<file path="config.mk">
export PLATFORM = sky130hd
export DESIGN_NAME = button_seq_detect
export DESIGN_NICKNAME = d
export VERILOG_FILES = /design/src/rtl/button_seq_detect.sv
export SDC_FILE = /design/constraint.sdc
export NUM_CORES = 1
export LEC_CHECK = 0
export ABC_CLOCK_PERIOD_IN_PS = 2840
export CORE_ASPECT_RATIO = 0.75
export CORE_MARGIN = 2
export CORE_UTILIZATION = 60
export DETAILED_ROUTE_END_ITERATION = 6
export HOLD_SLACK_MARGIN = 0.05
export MAX_ROUTING_LAYER = met4
export PLACE_DENSITY = 0.77
export SYNTH_ARGS = -nofsm -noshare
export SYNTH_HDL_FRONTEND = slang
export SYNTH_SLANG_ARGS = --single-unit
</file>
<file path="constraint.sdc">
create_clock -name clk -period 2.84 [get_ports clk]
set_clock_uncertainty 0.1 [all_clocks]
set_input_delay 0.568 -clock clk [delete_from_list [all_inputs] [get_ports clk]]
set_output_delay 0.568 -clock clk [all_outputs]
set_load 0.01 [all_outputs]
</file>
<file path="src/rtl/button_seq_detect.sv">
// Button-sequence lock front end: sync + debounce four buttons, collect a 4-press code, drive tone enables.
// Press reaches the FSM DEBOUNCE_CYCLES+3 edges after the raw change; presses during a tone are dropped.
module button_seq_detect #(
  parameter int          DEBOUNCE_CYCLES = 1_250_000,
  parameter int          TONE_CYCLES     = 12_500_000,
  parameter int          TIMEOUT_CYCLES  = 625_000_000,
  parameter logic [7:0]  SEQ             = 8'h8D
) (
  input  logic       clk,
  input  logic       rst_n,
  input  logic [3:0] btn,
  output logic       EN392,
  output logic       EN110,
  output logic [2:0] progress,
  output logic       busy
);

  localparam int DBW = (DEBOUNCE_CYCLES > 1) ? $clog2(DEBOUNCE_CYCLES) : 1;
  localparam int TNW = (TONE_CYCLES > 1) ? $clog2(TONE_CYCLES) : 1;
  localparam int TMW = (TIMEOUT_CYCLES > 1) ? $clog2(TIMEOUT_CYCLES) : 1;

  typedef enum logic [1:0] {
    S_IDLE    = 2'd0,
    S_COLLECT = 2'd1,
    S_PASS    = 2'd2,
    S_FAIL    = 2'd3
  } state_t;

  // ---------------------------------------------------------------
  // Synchroniser, debounce and press-edge detection
  // ---------------------------------------------------------------
  logic [3:0]     sync1_q, sync1_d;
  logic [3:0]     sync2_q, sync2_d;
  logic [3:0]     stable_q, stable_d;
  logic [3:0]     stable_prev_q, stable_prev_d;
  logic [3:0]     press_q, press_d;
  logic [DBW-1:0] cnt_q [4];
  logic [DBW-1:0] cnt_d [4];

  always_comb begin
    sync1_d       = btn;
    sync2_d       = sync1_q;
    stable_d      = stable_q;
    stable_prev_d = stable_q;
    press_d       = stable_q & ~stable_prev_q;
    for (int i = 0; i < 4; i++) begin
      cnt_d[i] = '0;
      if (sync2_q[i] != stable_q[i]) begin
        if (cnt_q[i] == DBW'(DEBOUNCE_CYCLES - 1)) begin
          stable_d[i] = sync2_q[i];
          cnt_d[i]    = '0;
        end else begin
          cnt_d[i] = cnt_q[i] + 1'b1;
        end
      end
    end
  end

  always_ff @(posedge clk) begin
    if (!rst_n) begin
      sync1_q       <= '0;
      sync2_q       <= '0;
      stable_q      <= '0;
      stable_prev_q <= '0;
      press_q       <= '0;
      for (int i = 0; i < 4; i++) cnt_q[i] <= '0;
    end else begin
      sync1_q       <= sync1_d;
      sync2_q       <= sync2_d;
      stable_q      <= stable_d;
      stable_prev_q <= stable_prev_d;
      press_q       <= press_d;
      for (int i = 0; i < 4; i++) cnt_q[i] <= cnt_d[i];
    end
  end

  // ---------------------------------------------------------------
  // Press decode against the expected digit for the current position
  // ---------------------------------------------------------------
  logic       any_press;
  logic       multi_press;
  logic [1:0] press_idx;
  logic [1:0] exp_idx;
  logic       mismatch;
  logic [2:0] prog_q, prog_d;

  always_comb begin
    any_press   = |press_q;
    // Several buttons in one cycle count as a single, always-wrong press.
    multi_press = (press_q & (press_q - 4'd1)) != 4'd0;
    case (press_q)
      4'b0010: press_idx = 2'd1;
      4'b0100: press_idx = 2'd2;
      4'b1000: press_idx = 2'd3;
      default: press_idx = 2'd0;
    endcase
    case (prog_q)
      3'd0:    exp_idx = SEQ[7:6];
      3'd1:    exp_idx = SEQ[5:4];
      3'd2:    exp_idx = SEQ[3:2];
      default: exp_idx = SEQ[1:0];
    endcase
    mismatch = multi_press | (press_idx != exp_idx);
  end

  // ---------------------------------------------------------------
  // Entry FSM: state register / next-state / outputs
  // ---------------------------------------------------------------
  state_t         state_q, state_d;
  logic           err_q, err_d;
  logic [TMW-1:0] tmr_q, tmr_d;
  logic [TNW-1:0] tone_q, tone_d;
  logic           en392_q, en392_d;
  logic           en110_q, en110_d;
  logic           busy_q, busy_d;

  always_ff @(posedge clk) begin
    if (!rst_n) begin
      state_q <= S_IDLE;
      prog_q  <= '0;
      err_q   <= 1'b0;
      tmr_q   <= '0;
      tone_q  <= '0;
    end else begin
      state_q <= state_d;
      prog_q  <= prog_d;
      err_q   <= err_d;
      tmr_q   <= tmr_d;
      tone_q  <= tone_d;
    end
  end

  always_comb begin
    state_d = state_q;
    prog_d  = prog_q;
    err_d   = err_q;
    tmr_d   = tmr_q;
    tone_d  = tone_q;
    case (state_q)
      S_IDLE: begin
        if (any_press) begin
          state_d = S_COLLECT;
          prog_d  = 3'd1;
          err_d   = mismatch;
          tmr_d   = '0;
        end
      end
      S_COLLECT: begin
        // A press in the expiry cycle takes precedence over the timeout.
        if (any_press) begin
          prog_d = prog_q + 3'd1;
          err_d  = err_q | mismatch;
          tmr_d  = '0;
          if (prog_q == 3'd3) begin
            state_d = (err_q | mismatch) ? S_FAIL : S_PASS;
            tone_d  = '0;
          end
        end else if (tmr_q == TMW'(TIMEOUT_CYCLES - 1)) begin
          state_d = S_IDLE;
          prog_d  = '0;
          err_d   = 1'b0;
          tmr_d   = '0;
        end else begin
          tmr_d = tmr_q + 1'b1;
        end
      end
      S_PASS, S_FAIL: begin
        if (tone_q == TNW'(TONE_CYCLES - 1)) begin
          state_d = S_IDLE;
          prog_d  = '0;
          err_d   = 1'b0;
          tone_d  = '0;
          tmr_d   = '0;
        end else begin
          tone_d = tone_q + 1'b1;
        end
      end
      default: begin
        state_d = S_IDLE;
        prog_d  = '0;
        err_d   = 1'b0;
      end
    endcase
  end

  // Enables derive from the next state so they rise on the same edge as progress.
  always_comb begin
    en392_d = (state_d == S_PASS);
    en110_d = (state_d == S_FAIL);
    busy_d  = (state_d != S_IDLE);
  end

  always_ff @(posedge clk) begin
    if (!rst_n) begin
      en392_q <= 1'b0;
      en110_q <= 1'b0;
      busy_q  <= 1'b0;
    end else begin
      en392_q <= en392_d;
      en110_q <= en110_d;
      busy_q  <= busy_d;
    end
  end

  assign EN392    = en392_q;
  assign EN110    = en110_q;
  assign busy     = busy_q;
  assign progress = prog_q;

endmodule

</file>
==> results of run 1 <==
## metrics by stage
stage          worst slack [ns]  utilization, %  total power [mW]  cells
3_5_place_dp             0.3108           62.35             2.452    994
2_1_floorplan            0.6416               -             2.444    837
5_1_grt                  0.1499           67.00             4.733   1026
6_report                 0.2682           67.00             4.590   1026
3_3_place_gp             0.3731           62.35             2.450    994
4_1_cts                  0.3093           67.00             4.634   1026
## state kept, by name, indices dropped and copies added (netlist names)
| register | flops |
|---|---|
| sync1_q | 4 |
| progress | 3 |
| tmr_q | 30 |
| cnt_q | 84 |
| stable_prev_d | 4 |
| stable_prev_q | 4 |
| press_q | 4 |
| busy | 1 |
| err_q | 1 |
| state_q | 2 |
| EN110 | 1 |
| EN392 | 1 |
| sync2_q | 4 |
| tone_q | 24 |
## area by class of cell
type | instances | area (µm²)
well taps | 166 | 207.7
multi-input cells | 629 | 3832
clock buffers | 18 | 439.2
flip-flops and latches | 167 | 3343
clock inverters | 14 | 126.4
repair buffers | 16 | 147.6
inverters | 16 | 60.06
fillers | 1013 | 4018
## per-layer routing
layer,global-route usage (%),part of all wire (%),vias to the layer above
li1,-,-,2882
met1,30.08,49,2706
met2,36.26,46,102
met3,5.051,3.5,24
met4,9.843,1.6,0
met5,-,0,-
## layout by cell type, fill, tap and decap left out, types with 2 or more instances in the layout
cell	Yosys	routed
mux2i_1	6	6
o21ai_0	7	7
clkinvlp_4	0	2
nor2b_1	6	6
clkbuf_16	0	17
xnor2_1	51	51
inv_6	0	6
nand4_1	35	35
a31oi_1	2	2
nand2_1	64	64
nor3_1	22	22
nor2_1	168	168
dfxtp_1	167	167
nor4b_2	2	2
nor4bb_1	2	2
buf_4	1	5
clkdlybuf4s50_1	0	11
or4_1	2	2
nor3b_1	2	2
ha_1	11	11
and3_1	16	16
nand3_1	56	56
nand2b_1	4	4
and2_1	16	16
or3_1	10	10
o32ai_1	2	2
o21ai_1	2	2
inv_1	16	16
and4_2	3	3
xor2_1	76	76
a21oi_1	7	7
and4_1	10	10
nand4b_1	2	2
inv_8	0	4
nor4_1	17	17
nor4b_1	9	9
## critical path, delay by kind of cell, from the launching register on
family	cells	cell delay, ns
flops	1	0.42
buf+inv	1	0.11
fa+ha+maj	1	0.22
simple gates	1	0.34
mux	1	0.26
compound gates	3	0.98
## worst max path at each step
stage	start	end	slack (ns)	cells after the start
floorplan	progress[0]	busy	0.64	7
global placement	progress[0]	busy	0.37	7
detailed placement	progress[0]	busy	0.31	7
CTS	progress[0]	EN392	0.31	7
global route	progress[0]	state_q[0]	0.15	7
finish	progress[0]	busy	0.27	7
## cell families (layout without fill, tap and decap cells)
family	after synthesis	count (layout)	synth area share (%)
and+or+nand+nor	452	452	30.55
muxes	6	6	0.8107
AOI/OAI and AO/OA	33	33	3.496
DFF	167	167	45.13
adders and majority gates	11	11	1.858
xor gates and xnor gates	127	127	15.01
buffers and inverters	41	64	3.141
## power by group through the flow
stage                     sequential [mW]  clock (mW)  combinational (mW)
after floorplan                      2.40           0              0.0402
final                                2.35        2.19              0.0461
after global placement               2.40           0              0.0455
after global routing                 2.35        2.33              0.0515
after detailed placement             2.41           0              0.0464
after CTS                            2.35        2.24              0.0467
==> out/metrics.cfg, run 1 <==
[critical_path]
worst_path_largest_cell_delay_ns=0.67
rrSetupSlack_ns=0.27
worstReg2RegEnd=busy
reg2regPathDepth=7
cp.required_ns=3.02
path_class=reg2reg
worstPathMaxFanout=5
worstSetupEndpointType=flip-flop
start_kind=flip-flop
crit_slowest_cell=o311ai_0
critPathArrivalTime_ns=2.76
rr_startpoint=progress[0]
cp_cell_sequence=inv_1, ha_1, nor3_1, mux2i_1, a22oi_1, o311ai_0, a31oi_1

[grt]
grt_usage_pct=23.44
grt_overflow_total=0
first_global_vias=5501
grt_max_degree=29
antenna_found_initial=0
grt_pass1_wl_mm=24.85

[power_and_ir_drop]
pwr-share-clk_pct=47.8
seqPwrFrac_pct=51.2
ir_drop_v=0.0005154
p_leak_nw=2.698
netSwitchingPower_mw=1.046
powerDensity_nw_per_um2=562.7
combPwrFrac_pct=1.0
p_sw_share_pct=22.80
intPower_mw=3.544

[floorplanning]
initial_core_util_pct=60.85
fp-row-count=35
die_h_um=100.2
io_pins=12
die_w_um=132.3
coreArea_um2=12170
die_area_um2=13260

[worst_hold_path]
hold_depth=1
holdPathEnd=press_q[0]
hold_class=reg2reg
worstHoldStart=stable_prev_q[0]

[synth]
post_synth_instance_area_um2=7408
syn_area_per_cell_um2=8.851
ys_ff_latch=167
ys_async_sr_fraction_pct=0
yosysUniqueCellTypes=56
yosysTopAreaCell=dfxtp_1
yosys_warnings=0
yosys-top-cells-count=nor2_1 (168), dfxtp_1 (167), xor2_1 (76), nand2_1 (64), nand3_1 (56)
synth_most_common_cell=nor2_1
syn_nets=854
synth_cells=837
ys_seq_area_share_pct=45.13
synth.area.top_cells=dfxtp_1 (45%), xor2_1 (9.0%), nor2_1 (8.5%)
synth_edf_count=0
ys.flop_type=dfxtp_1
yosysTopAreaCellShare_pct=45.13

[layout]
diodes=0
stdcell_area_um2=8157
syn_to_final_growth_pct=10.10
drive_above_1_share_pct=5.930
nets=864

[routing]
route.detailed.drc=0
drt.antenna.violating_nets=0
post_drt_wl_per_cell_um=13.88
drtPass1Iterations=5
routed_wl_mm=14.25
drt_iter0_drc=356
vias_per_cell=5.569
route.vias.total=5714

[timing]
rsz0062_at_grt=false
timing.setup.tns_ns=0
post-route-min-period_ns=2.572
tightest_slew_ns=0.7627
period_share_pct=90.56
whs_ns=0.2824
hold_viol=0
slew_headroom_pct=48.51
max_freq_mhz=388.8
drv_slew=0
setup_violations=0

[clocking]
clk_latency_ns=0.43
cts_hold_buf=0
cts_tree=built
cts_resized=0
post_cts_buffers=0
clkTransAtPathRegs_ns=0.07
clock_tree.root_cell=clkbuf_16
cts_buffers=17
cts.sinks=167
clock_path_buffers=2
h-tree-depth=4

[place]
dpl_cell_area_um2=7591
dpl.hpwl_mm=9.779
gp_congestion=0.8773
io_buffer_count=11

[status]
status=complete, no violations

[run]
drv_cap=0

(Power assumes the default switching activity.)
==> inputs of run 2 (changes only) <==
- CAP_MARGIN: not set -> 15
- CTS_CLUSTER_SIZE: not set -> 8
- SLEW_MARGIN: not set -> 20
==> results of run 2 <==
Same layout as run 1: the final DEF is identical, and so are final timing and power.
